--- src/rtl/fpmul_pkg.sv ---
// Shared types, flag positions and width helpers for the parametrised
// floating-point multiplier and its rounding/packing stage.
package fpmul_pkg;

  typedef enum logic [2:0] {
    ZERO,
    NORM,
    INF,
    QNAN,
    SNAN
  } fp_class_e;

  localparam int FLAG_W         = 4;
  localparam int FLAG_INVALID   = 3;
  localparam int FLAG_OVERFLOW  = 2;
  localparam int FLAG_UNDERFLOW = 1;
  localparam int FLAG_INEXACT   = 0;

  function automatic int bias_of(input int exp_w);
    return (1 << (exp_w - 1)) - 1;
  endfunction

  function automatic int word_w(input int exp_w, input int man_w);
    return 1 + exp_w + man_w;
  endfunction

  // Wide enough for any sensible format; callers keep the low word_w() bits.
  function automatic logic [127:0] canon_nan(input int exp_w, input int man_w);
    logic [127:0] v;
    v = '0;
    for (int i = 0; i < exp_w; i++) begin
      v[man_w + i] = 1'b1;
    end
    v[man_w - 1] = 1'b1;
    return v;
  endfunction

endpackage

--- src/rtl/fp_round_pack.sv ---
// Normalises a raw significand product by 0/1 shift, rounds to nearest-even,
// renormalises on carry-out and packs the result with overflow/underflow handling.
module fp_round_pack import fpmul_pkg::*; #(
  parameter int EXP_W = 8,
  parameter int MAN_W = 23,
  localparam int W  = word_w(EXP_W, MAN_W),
  localparam int PW = 2 * MAN_W + 2
) (
  input  logic                    sign,
  input  logic signed [EXP_W+1:0] exp_sum,
  input  logic [PW-1:0]           prod,
  output logic [W-1:0]            result,
  output logic [FLAG_W-1:0]       flags
);

  localparam logic signed [EXP_W+1:0] EXP_ONE = {{(EXP_W+1){1'b0}}, 1'b1};
  localparam logic signed [EXP_W+1:0] EXP_MAX = {2'b00, {EXP_W{1'b1}}};

  logic [PW-1:0]           norm;
  logic signed [EXP_W+1:0] exp_n;
  logic signed [EXP_W+1:0] exp_f;
  logic [MAN_W-1:0]        mant;
  logic                    guard;
  logic                    sticky;
  logic                    round_up;
  logic [MAN_W:0]          mant_r;

  // The product of two [1,2) significands lies in [1,4), so at most one shift.
  always_comb begin
    norm     = prod[PW-1] ? prod : (prod << 1);
    exp_n    = prod[PW-1] ? (exp_sum + EXP_ONE) : exp_sum;
    mant     = norm[PW-2 -: MAN_W];
    guard    = norm[MAN_W];
    sticky   = |norm[MAN_W-1:0];
    round_up = guard & (sticky | mant[0]);
    mant_r   = {1'b0, mant} + {{MAN_W{1'b0}}, round_up};
    exp_f    = mant_r[MAN_W] ? (exp_n + EXP_ONE) : exp_n;

    result = {sign, exp_f[EXP_W-1:0], mant_r[MAN_W-1:0]};
    flags  = '0;
    flags[FLAG_INEXACT] = guard | sticky;

    if (!exp_f[EXP_W+1] && (exp_f >= EXP_MAX)) begin
      result = {sign, {EXP_W{1'b1}}, {MAN_W{1'b0}}};
      flags[FLAG_OVERFLOW] = 1'b1;
      flags[FLAG_INEXACT]  = 1'b1;
    end else if (exp_f[EXP_W+1] || (exp_f == '0)) begin
      result = {sign, {(W-1){1'b0}}};
      flags[FLAG_UNDERFLOW] = 1'b1;
      flags[FLAG_INEXACT]   = 1'b1;
    end
  end

endmodule

--- src/rtl/fpmul_pipe.sv ---
// Pipelined IEEE-754 multiplier with valid/ready backpressure, RNE rounding and
// exception flags; operands and results are registered at the block boundary.
module fpmul_pipe import fpmul_pkg::*; #(
  parameter int EXP_W = 8,
  parameter int MAN_W = 23,
  localparam int W  = word_w(EXP_W, MAN_W),
  localparam int SW = MAN_W + 1,
  localparam int PW = 2 * SW
) (
  input  logic              clk,
  input  logic              reset,
  input  logic              in_valid,
  output logic              in_ready,
  input  logic [W-1:0]      reg_A,
  input  logic [W-1:0]      reg_B,
  output logic              out_valid,
  input  logic              out_ready,
  output logic [W-1:0]      out,
  output logic [FLAG_W-1:0] flags
);

  localparam logic [EXP_W+1:0] BIAS_X    = (EXP_W+2)'(bias_of(EXP_W));
  localparam logic [127:0]     CNAN_WIDE = canon_nan(EXP_W, MAN_W);
  localparam logic [W-1:0]     CNAN      = CNAN_WIDE[W-1:0];
  localparam logic [W-2:0]     INF_MAG   = {{EXP_W{1'b1}}, {MAN_W{1'b0}}};

  function automatic fp_class_e classify(input logic [W-1:0] v);
    logic [EXP_W-1:0] e;
    logic [MAN_W-1:0] f;
    e = v[W-2 -: EXP_W];
    f = v[MAN_W-1:0];
    if (e == '0) return ZERO;
    if (&e) begin
      if (f == '0) return INF;
      return f[MAN_W-1] ? QNAN : SNAN;
    end
    return NORM;
  endfunction

  logic advance;

  logic                    s1_valid;
  logic [W-1:0]            s1_a;
  logic [W-1:0]            s1_b;
  fp_class_e               s1_cls_a;
  fp_class_e               s1_cls_b;
  logic                    s1_sign;
  logic signed [EXP_W+1:0] s1_esum;
  logic [SW-1:0]           s1_sig_a;
  logic [SW-1:0]           s1_sig_b;

  logic                    s2_valid;
  fp_class_e               s2_cls_a;
  fp_class_e               s2_cls_b;
  logic                    s2_sign;
  logic signed [EXP_W+1:0] s2_esum;
  logic [SW-1:0]           s2_sig_a;
  logic [SW-1:0]           s2_sig_b;
  logic [PW-1:0]           s2_prod;

  logic                    s3_valid;
  fp_class_e               s3_cls_a;
  fp_class_e               s3_cls_b;
  logic                    s3_sign;
  logic signed [EXP_W+1:0] s3_esum;
  logic [PW-1:0]           s3_prod;
  logic [W-1:0]            rp_result;
  logic [FLAG_W-1:0]       rp_flags;
  logic [W-1:0]            s3_result;
  logic [FLAG_W-1:0]       s3_flags;
  logic                    any_nan;
  logic                    inf_zero;
  logic                    any_snan;

  // The whole pipe freezes only when a finished result is being refused.
  assign advance  = !(out_valid && !out_ready);
  assign in_ready = advance;

  always_comb begin
    s1_cls_a = classify(s1_a);
    s1_cls_b = classify(s1_b);
    s1_sign  = s1_a[W-1] ^ s1_b[W-1];
    s1_esum  = {2'b00, s1_a[W-2 -: EXP_W]} + {2'b00, s1_b[W-2 -: EXP_W]} - BIAS_X;
    s1_sig_a = {1'b1, s1_a[MAN_W-1:0]};
    s1_sig_b = {1'b1, s1_b[MAN_W-1:0]};
  end

  assign s2_prod = s2_sig_a * s2_sig_b;

  fp_round_pack #(
    .EXP_W (EXP_W),
    .MAN_W (MAN_W)
  ) u_round_pack (
    .sign    (s3_sign),
    .exp_sum (s3_esum),
    .prod    (s3_prod),
    .result  (rp_result),
    .flags   (rp_flags)
  );

  // Special operands override the rounded path in NaN, Inf, zero priority.
  always_comb begin
    any_nan  = (s3_cls_a == QNAN) || (s3_cls_a == SNAN) ||
               (s3_cls_b == QNAN) || (s3_cls_b == SNAN);
    any_snan = (s3_cls_a == SNAN) || (s3_cls_b == SNAN);
    inf_zero = ((s3_cls_a == INF) && (s3_cls_b == ZERO)) ||
               ((s3_cls_a == ZERO) && (s3_cls_b == INF));
    s3_result = rp_result;
    s3_flags  = rp_flags;
    if (any_nan || inf_zero) begin
      s3_result = CNAN;
      s3_flags  = '0;
      s3_flags[FLAG_INVALID] = inf_zero | any_snan;
    end else if ((s3_cls_a == INF) || (s3_cls_b == INF)) begin
      s3_result = {s3_sign, INF_MAG};
      s3_flags  = '0;
    end else if ((s3_cls_a == ZERO) || (s3_cls_b == ZERO)) begin
      s3_result = {s3_sign, {(W-1){1'b0}}};
      s3_flags  = '0;
    end
  end

  always_ff @(posedge clk or negedge reset) begin
    if (!reset) begin
      s1_valid  <= 1'b0;
      s1_a      <= '0;
      s1_b      <= '0;
      s2_valid  <= 1'b0;
      s2_cls_a  <= ZERO;
      s2_cls_b  <= ZERO;
      s2_sign   <= 1'b0;
      s2_esum   <= '0;
      s2_sig_a  <= '0;
      s2_sig_b  <= '0;
      s3_valid  <= 1'b0;
      s3_cls_a  <= ZERO;
      s3_cls_b  <= ZERO;
      s3_sign   <= 1'b0;
      s3_esum   <= '0;
      s3_prod   <= '0;
      out_valid <= 1'b0;
      out       <= '0;
      flags     <= '0;
    end else if (advance) begin
      s1_valid <= in_valid;
      if (in_valid) begin
        s1_a <= reg_A;
        s1_b <= reg_B;
      end
      s2_valid <= s1_valid;
      if (s1_valid) begin
        s2_cls_a <= s1_cls_a;
        s2_cls_b <= s1_cls_b;
        s2_sign  <= s1_sign;
        s2_esum  <= s1_esum;
        s2_sig_a <= s1_sig_a;
        s2_sig_b <= s1_sig_b;
      end
      s3_valid <= s2_valid;
      if (s2_valid) begin
        s3_cls_a <= s2_cls_a;
        s3_cls_b <= s2_cls_b;
        s3_sign  <= s2_sign;
        s3_esum  <= s2_esum;
        s3_prod  <= s2_prod;
      end
      out_valid <= s3_valid;
      if (s3_valid) begin
        out   <= s3_result;
        flags <= s3_flags;
      end
    end
  end

endmodule
--- config.mk ---
export PLATFORM = sky130hd
export DESIGN_NAME = fpmul_pipe
export DESIGN_NICKNAME = d
export VERILOG_FILES = /design/src/rtl/fpmul_pkg.sv /design/src/rtl/fp_round_pack.sv /design/src/rtl/fpmul_pipe.sv
export SDC_FILE = /design/constraint.sdc
export NUM_CORES = 2
export LEC_CHECK = 0
export ABC_AREA = 1
export CAP_MARGIN = 20
export CELL_PAD_IN_SITES_DETAIL_PLACEMENT = 1
export CELL_PAD_IN_SITES_GLOBAL_PLACEMENT = 1
export CORE_AREA = 2 2 283 285
export DETAILED_ROUTE_END_ITERATION = 7
export DIE_AREA = 0 0 285 287
export PLACE_DENSITY = 0.66
export SETUP_SLACK_MARGIN = 0.3
export SYNTH_ARGS = -nofsm -noshare
export SYNTH_HDL_FRONTEND = slang
export SYNTH_SLANG_ARGS = --single-unit
--- constraint.sdc ---
create_clock -name clk -period 11.35 [get_ports clk]
set_clock_uncertainty 0.1 [all_clocks]
set_input_delay 1.135 -clock clk [delete_from_list [all_inputs] [get_ports clk]]
set_output_delay 1.135 -clock clk [all_outputs]
set_load 0.005 [all_outputs]
== Word level (Yosys, flattened, before mapping) ==
Cells that the tools add are included.
W data, S select, Z words.
Storage, ports and cells
  bits in registers: 234
  input bits: 68
  output and inout bits: 38
  logic and storage cells: 109
Cells by class
  $add $sub $neg: 5
  multipliers: 1
  magnitude comparators: 1
  equality and inequality tests: 6
  muxes and demuxes: 41
  bitwise logic cells: 6
  reduce and logical (&&, ||, !) cells: 30
Operators with widths (count)
  $mux W31: 4
  $mul A24 B24 Y48: 1
  $mux W3: 16
  $mux W47: 1
  $logic_not A23 Y1: 2
  $mux W32: 1
  $add A23 B1 Y24: 1
  $reduce_or A23 Y1: 1
  $add A10 B2 Y10 const B: 2
  $mux W10: 2
  $logic_not A8 Y1: 2
  $reduce_and A8 Y1: 2
  $mux W1: 15
  $eq A3 B2 Y1 const B: 4
  $ge A10 B9 Y1 const B: 1
  $logic_not A10 Y1: 1
  $sub A9 B7 Y10 const B: 1
  $add A8 B8 Y9: 1
  $logic_or A1 B1 Y1: 9
  $reduce_and A2 Y1: 4
  $eq A3 B3 Y1 const B: 2
  $logic_not A3 Y1: 2
  $logic_and A1 B1 Y1: 4
  $mux W4: 1
  other kinds (6): 10

== Longest topological paths before layout ==
  depth after elaboration: 13
  gate-level depth with buffers: 33

== Cells and area by module ==
From an unflattened synthesis, not the netlist that was laid out.
Unflattened totals
  cells, all modules: 4374
  area total of the unflattened synthesis: 32393.6 µm²
Modules (own cells, without submodules)
  fpmul_pipe: instances 1, cells each 3893, area an instance 30036.3 µm², seq. area each 5830.6 µm²
  fp_round_pack: instances 1, cells each 481, area an instance 2357.3 µm², seq. area each 0.0 µm²

== Worst setup path before layout ==
Ideal clock, no wire load.
  path type: register to register
  start point: register s2_sig_a[22]
  end point: register s3_prod[45]
  setup time: 0.130 ns
  data arrival time: 6.094 ns
  data required time: 11.120 ns
  path slack: 5.026 ns
  cell stages (with the launch flop): 27
  path buffers: 2
  period minus slack after synthesis: 6.324 ns
  cell sequence: dfrtp_1 > clkbuf_1 > clkbuf_1 > nand2_1 > fa_1 > inv_1 > fa_1 > inv_1 > fa_1 > inv_1 > fa_1 > fa_1 > fa_1 > inv_1 > fa_1 > inv_1 > ha_1 > a21o_1 > a31oi_1 > o21ai_0 > a21oi_1 > nand3_1 > nand2_1 > o211ai_1 > or2_2 > nand3_1 > o21ai_0
On the way
  word-level cells in the longest chain between the ends: 1
RTL lines
  start: declaration: line fpmul_pipe.sv:57  | logic [SW-1:0] s2_sig_a;
  start signal: assignment: line fpmul_pipe.sv:156  | s2_sig_a <= s1_sig_a;
  $mul A24 B24 Y48: line fpmul_pipe.sv:88  | assign s2_prod = s2_sig_a * s2_sig_b;
  end signal: assignment: line fpmul_pipe.sv:165  | s3_prod <= s2_prod;
  end: declaration: line fpmul_pipe.sv:66  | logic [PW-1:0] s3_prod;
Every way passes these cells.
A chain may end at the register's enable or synchronous reset.

== Worst setup path in the final report ==
  start point: register s2_sig_b[3]
  end point: register s3_prod[36]
On the way
  word-level cells in the longest chain between the ends: 1
RTL lines
  start: declaration: line fpmul_pipe.sv:58  | logic [SW-1:0] s2_sig_b;
  start signal: assignment: line fpmul_pipe.sv:157  | s2_sig_b <= s1_sig_b;
  $mul A24 B24 Y48: line fpmul_pipe.sv:88
Every way passes these cells.

==> impl_results.md <==
- Fillers: approximately 10k
- Fmax: 0.1315 GHz
- Setup Fix Bufs, Post-CTS: 0
- Largest family of logic cells by synthesized area: adder cells
- Worst-margin pin slew: approximately 1.2 ns
- Final Util: 0.4347
- Final instance area: about 34,000 µm²
- PortBufs: ~110
- Post-DRT Antenna Nets: 0
- Data arrival, critical path: 7.95 ns
- FF+latch count, synth: 233
- CTS tree: done
- Top Ports: 106
- Post-synthesis mux area share: 0.0007200
- Setup tns final: 0 ns
- Fin. max-slew vios: 0
- Synth Cell Area: roughly 31,000 µm²
- Synth Area in Simple Gates: 0.1933
- Hpwl dp: 75.64 mm
- MaxCap Viol Count: 0
- Initial DRC Count: 1,332
- Total Nets Final: about 4.8k
- Synth Flop Type: dfrtp_1
- Yosys warns: 0
- Syn avg cell area: between 7 and 8 µm²
- Startpoint types: flip-flop
- Syn_nets: 4,797
- Wire length on met2: between 40 and 50 mm
- Final Hold Fails: 0
- Register area share after synthesis: 0.1864
- Clock sink count: 233
- Endpoints failing setup: 0
- Initial DRT Pass Iterations: 5
- Clock transition at path regs: approximately 0.070 ns
- CTS Hold Bufs: 0
- Final worst slack: 3.748 ns
- Minimum clock period after layout: 7.602 ns
- Tot GR Track Use: 0.2391
- Most frequent cells in the layout: 1,069 x nand2_1, 1,050 x inv_1, 483 x fa_1, 231 x dfrtp_1, 193 x ha_1
- Die Span X: 285 µm
- Cells after Synth: 4,053
- Distinct cell type count after synthesis: 54
- Area delta synth->final: 9.240%
- Clock Tree Buf Depth: 3
- Ys async rst share: 1.000
- Final Cycle Share: 0.6698
- Synth Area in Compound Gates: 0.06464
- Vias in the first global route: 27.42k
- HP Class: flip-flop to flip-flop
- Required @ worst endpoint: 11.70 ns
- Core area: 78,610 µm²
- Pin count of the biggest net entering global routing: about 140
- Sequential cell area: 5833 µm²
- Crit Path Category: flip-flop to flip-flop
- Initial core utilization: 0.3979
- Synth Area in Adders: 0.3863
- Metal1 wirelength: 44.36 mm
- Vias/cell: between 4 and 5
- DR WL met3: around 4.8 mm
- # resized after CTS: 0
- RSZ-0062 raised after global routing: false
- Fraction of layout cells with a size suffix above 1: 0.04460
- Post-DP Area: around 33,000 µm²
- WL final: 95.51 mm
- Grt total ovfl: 0
- Routed length per placed instance: 18.70 µm
- CP endpoint kind: flip-flop
- Area of the multi-input gates: 20,650 µm²
- Initial antenna violation count: 2
- Max Used Layer: met5
- First-pass GRT wire length: 153.6 mm
- Pre-CTS setup slack: 3.842 ns
- Placer congestion estimate: 0.8996
- Worst rel slew slack: 0.2024
- Total CTS buffers: 29
- # DRC: 0
- Max FO, Critical Path: 25
- XOR/XNOR share of the synthesized area: 0.01484
- Most common cell after layout, fill and taps aside: nand2_1
- Clock latency on the worst-skew pair: approximately 0.59 ns
- Clk root buf: clkbuf_16
- Chip height: 287 µm
- Die footprint: approximately 82,000 µm²
- Vias: 24.99k
- Post-synth EDFFs: 0
- # H-tree levels: 1
- Status: finished, final reports clean
- Row count: approximately 100
-- worst paths after layout --
path / from / end / slack [ns] / cells after the start
worst max-delay path: s2_sig_b[3] / s3_prod[36] / 3.75 / 24
worst min-delay path: s3_prod[3] / s3_prod[3] / 0.37 / 2
worst max register to register: s2_sig_b[3] / s3_prod[36] / 3.75 / 24
worst min register to register: s3_prod[3] / s3_prod[3] / 0.37 / 2
max in group asynchronous: reset / s2_sig_b[7] / 9.36 / 2
min in group asynchronous: reset / out[14] / 0.45 / 1
-- registers in the layout, indices dropped and copies added (netlist names) --
name,count
s1_valid,1
s2_sign,1
s1_b,32
s2_cls_a,3
s3_prod,48
s2_sig_b,23
s3_cls_b,3
out_valid,1
out,32
s3_esum,10
s2_cls_b,3
s2_valid,1
s2_sig_a,24
s1_a,32
flags,4
s2_esum,10
s3_valid,1
s3_cls_a,3
s3_sign,1
-- cell type report --
cell class / instances / share of cell area
Multi-Input combinational cell: 2561 / 0.6044
Sequential cell: 233 / 0.1707
Inverter: 1062 / 0.1169
Timing Repair Buffer: 150 / 0.04211
Tap cell: 1050 / 0.03845
Clock buffer: 38 / 0.02369
Clock inverter: 14 / 0.003662
Antenna cell: 1 / 0.00007323
-- stage by stage --
| step | hold WS, ns | cells |
|---|---|---|
| 3_3_place_gp | 0.3596 | 5054 |
| 6_report | 0.3710 | 5109 |
| 4_1_cts | 0.3787 | 5106 |
| 5_1_grt | 0.3952 | 5108 |
| 2_1_floorplan | 0.3386 | 4053 |
| 3_5_place_dp | 0.3622 | 5054 |
-- worst max-delay path, stage by stage (launching register included) --
cell,delay [ns]
dfrtp_1,1.09
nand2_1,0.19
fa_1,0.59
inv_1,0.05
fa_1,0.49
inv_1,0.07
fa_1,0.47
fa_1,0.54
inv_1,0.05
fa_1,0.50
fa_1,0.56
inv_1,0.07
fa_1,0.48
inv_1,0.05
ha_1,0.41
nand2_1,0.14
nor2_1,0.15
inv_1,0.07
nor2_1,0.08
inv_1,0.07
nor4_1,0.52
a21oi_1,0.22
o21bai_1,0.21
xnor2_1,0.15
o21ai_0,0.09
-- routing by layer --
metal	GRT usage	vias to the layer above
li1	-	11760
met2	0.3926	454
met5	0	-
met3	0.03913	132
met1	0.3323	12640
met4	0.05419	2
-- cell families after synthesis --
group	count (synthesis)
compound gates	370
xor+xnor	53
fa+ha+maj	676
buf+inv	1259
flops	233
mux	2
simple gates	1460
-- cell usage after synthesis, drive strengths merged, types with 12 or more instances --
cell    number  share of area
a21oi      124          0.020
a31oi       18         0.0036
buf         16         0.0044
clkbuf     181          0.022
dfrtp      233           0.19
fa         483           0.31
ha         193          0.077
inv       1058           0.13
nand2     1093           0.13
nand3       76          0.014
nand3b      12         0.0029
nand4       23         0.0046
nor2       198          0.028
nor3        18         0.0032
nor4        23         0.0046
o21ai      184          0.030
o21bai      12         0.0029
xnor2       18         0.0050
xor2        35         0.0098
Power is not shown: default switching activity piles up to over one toggle a cycle in this logic, so the estimate is an artifact.
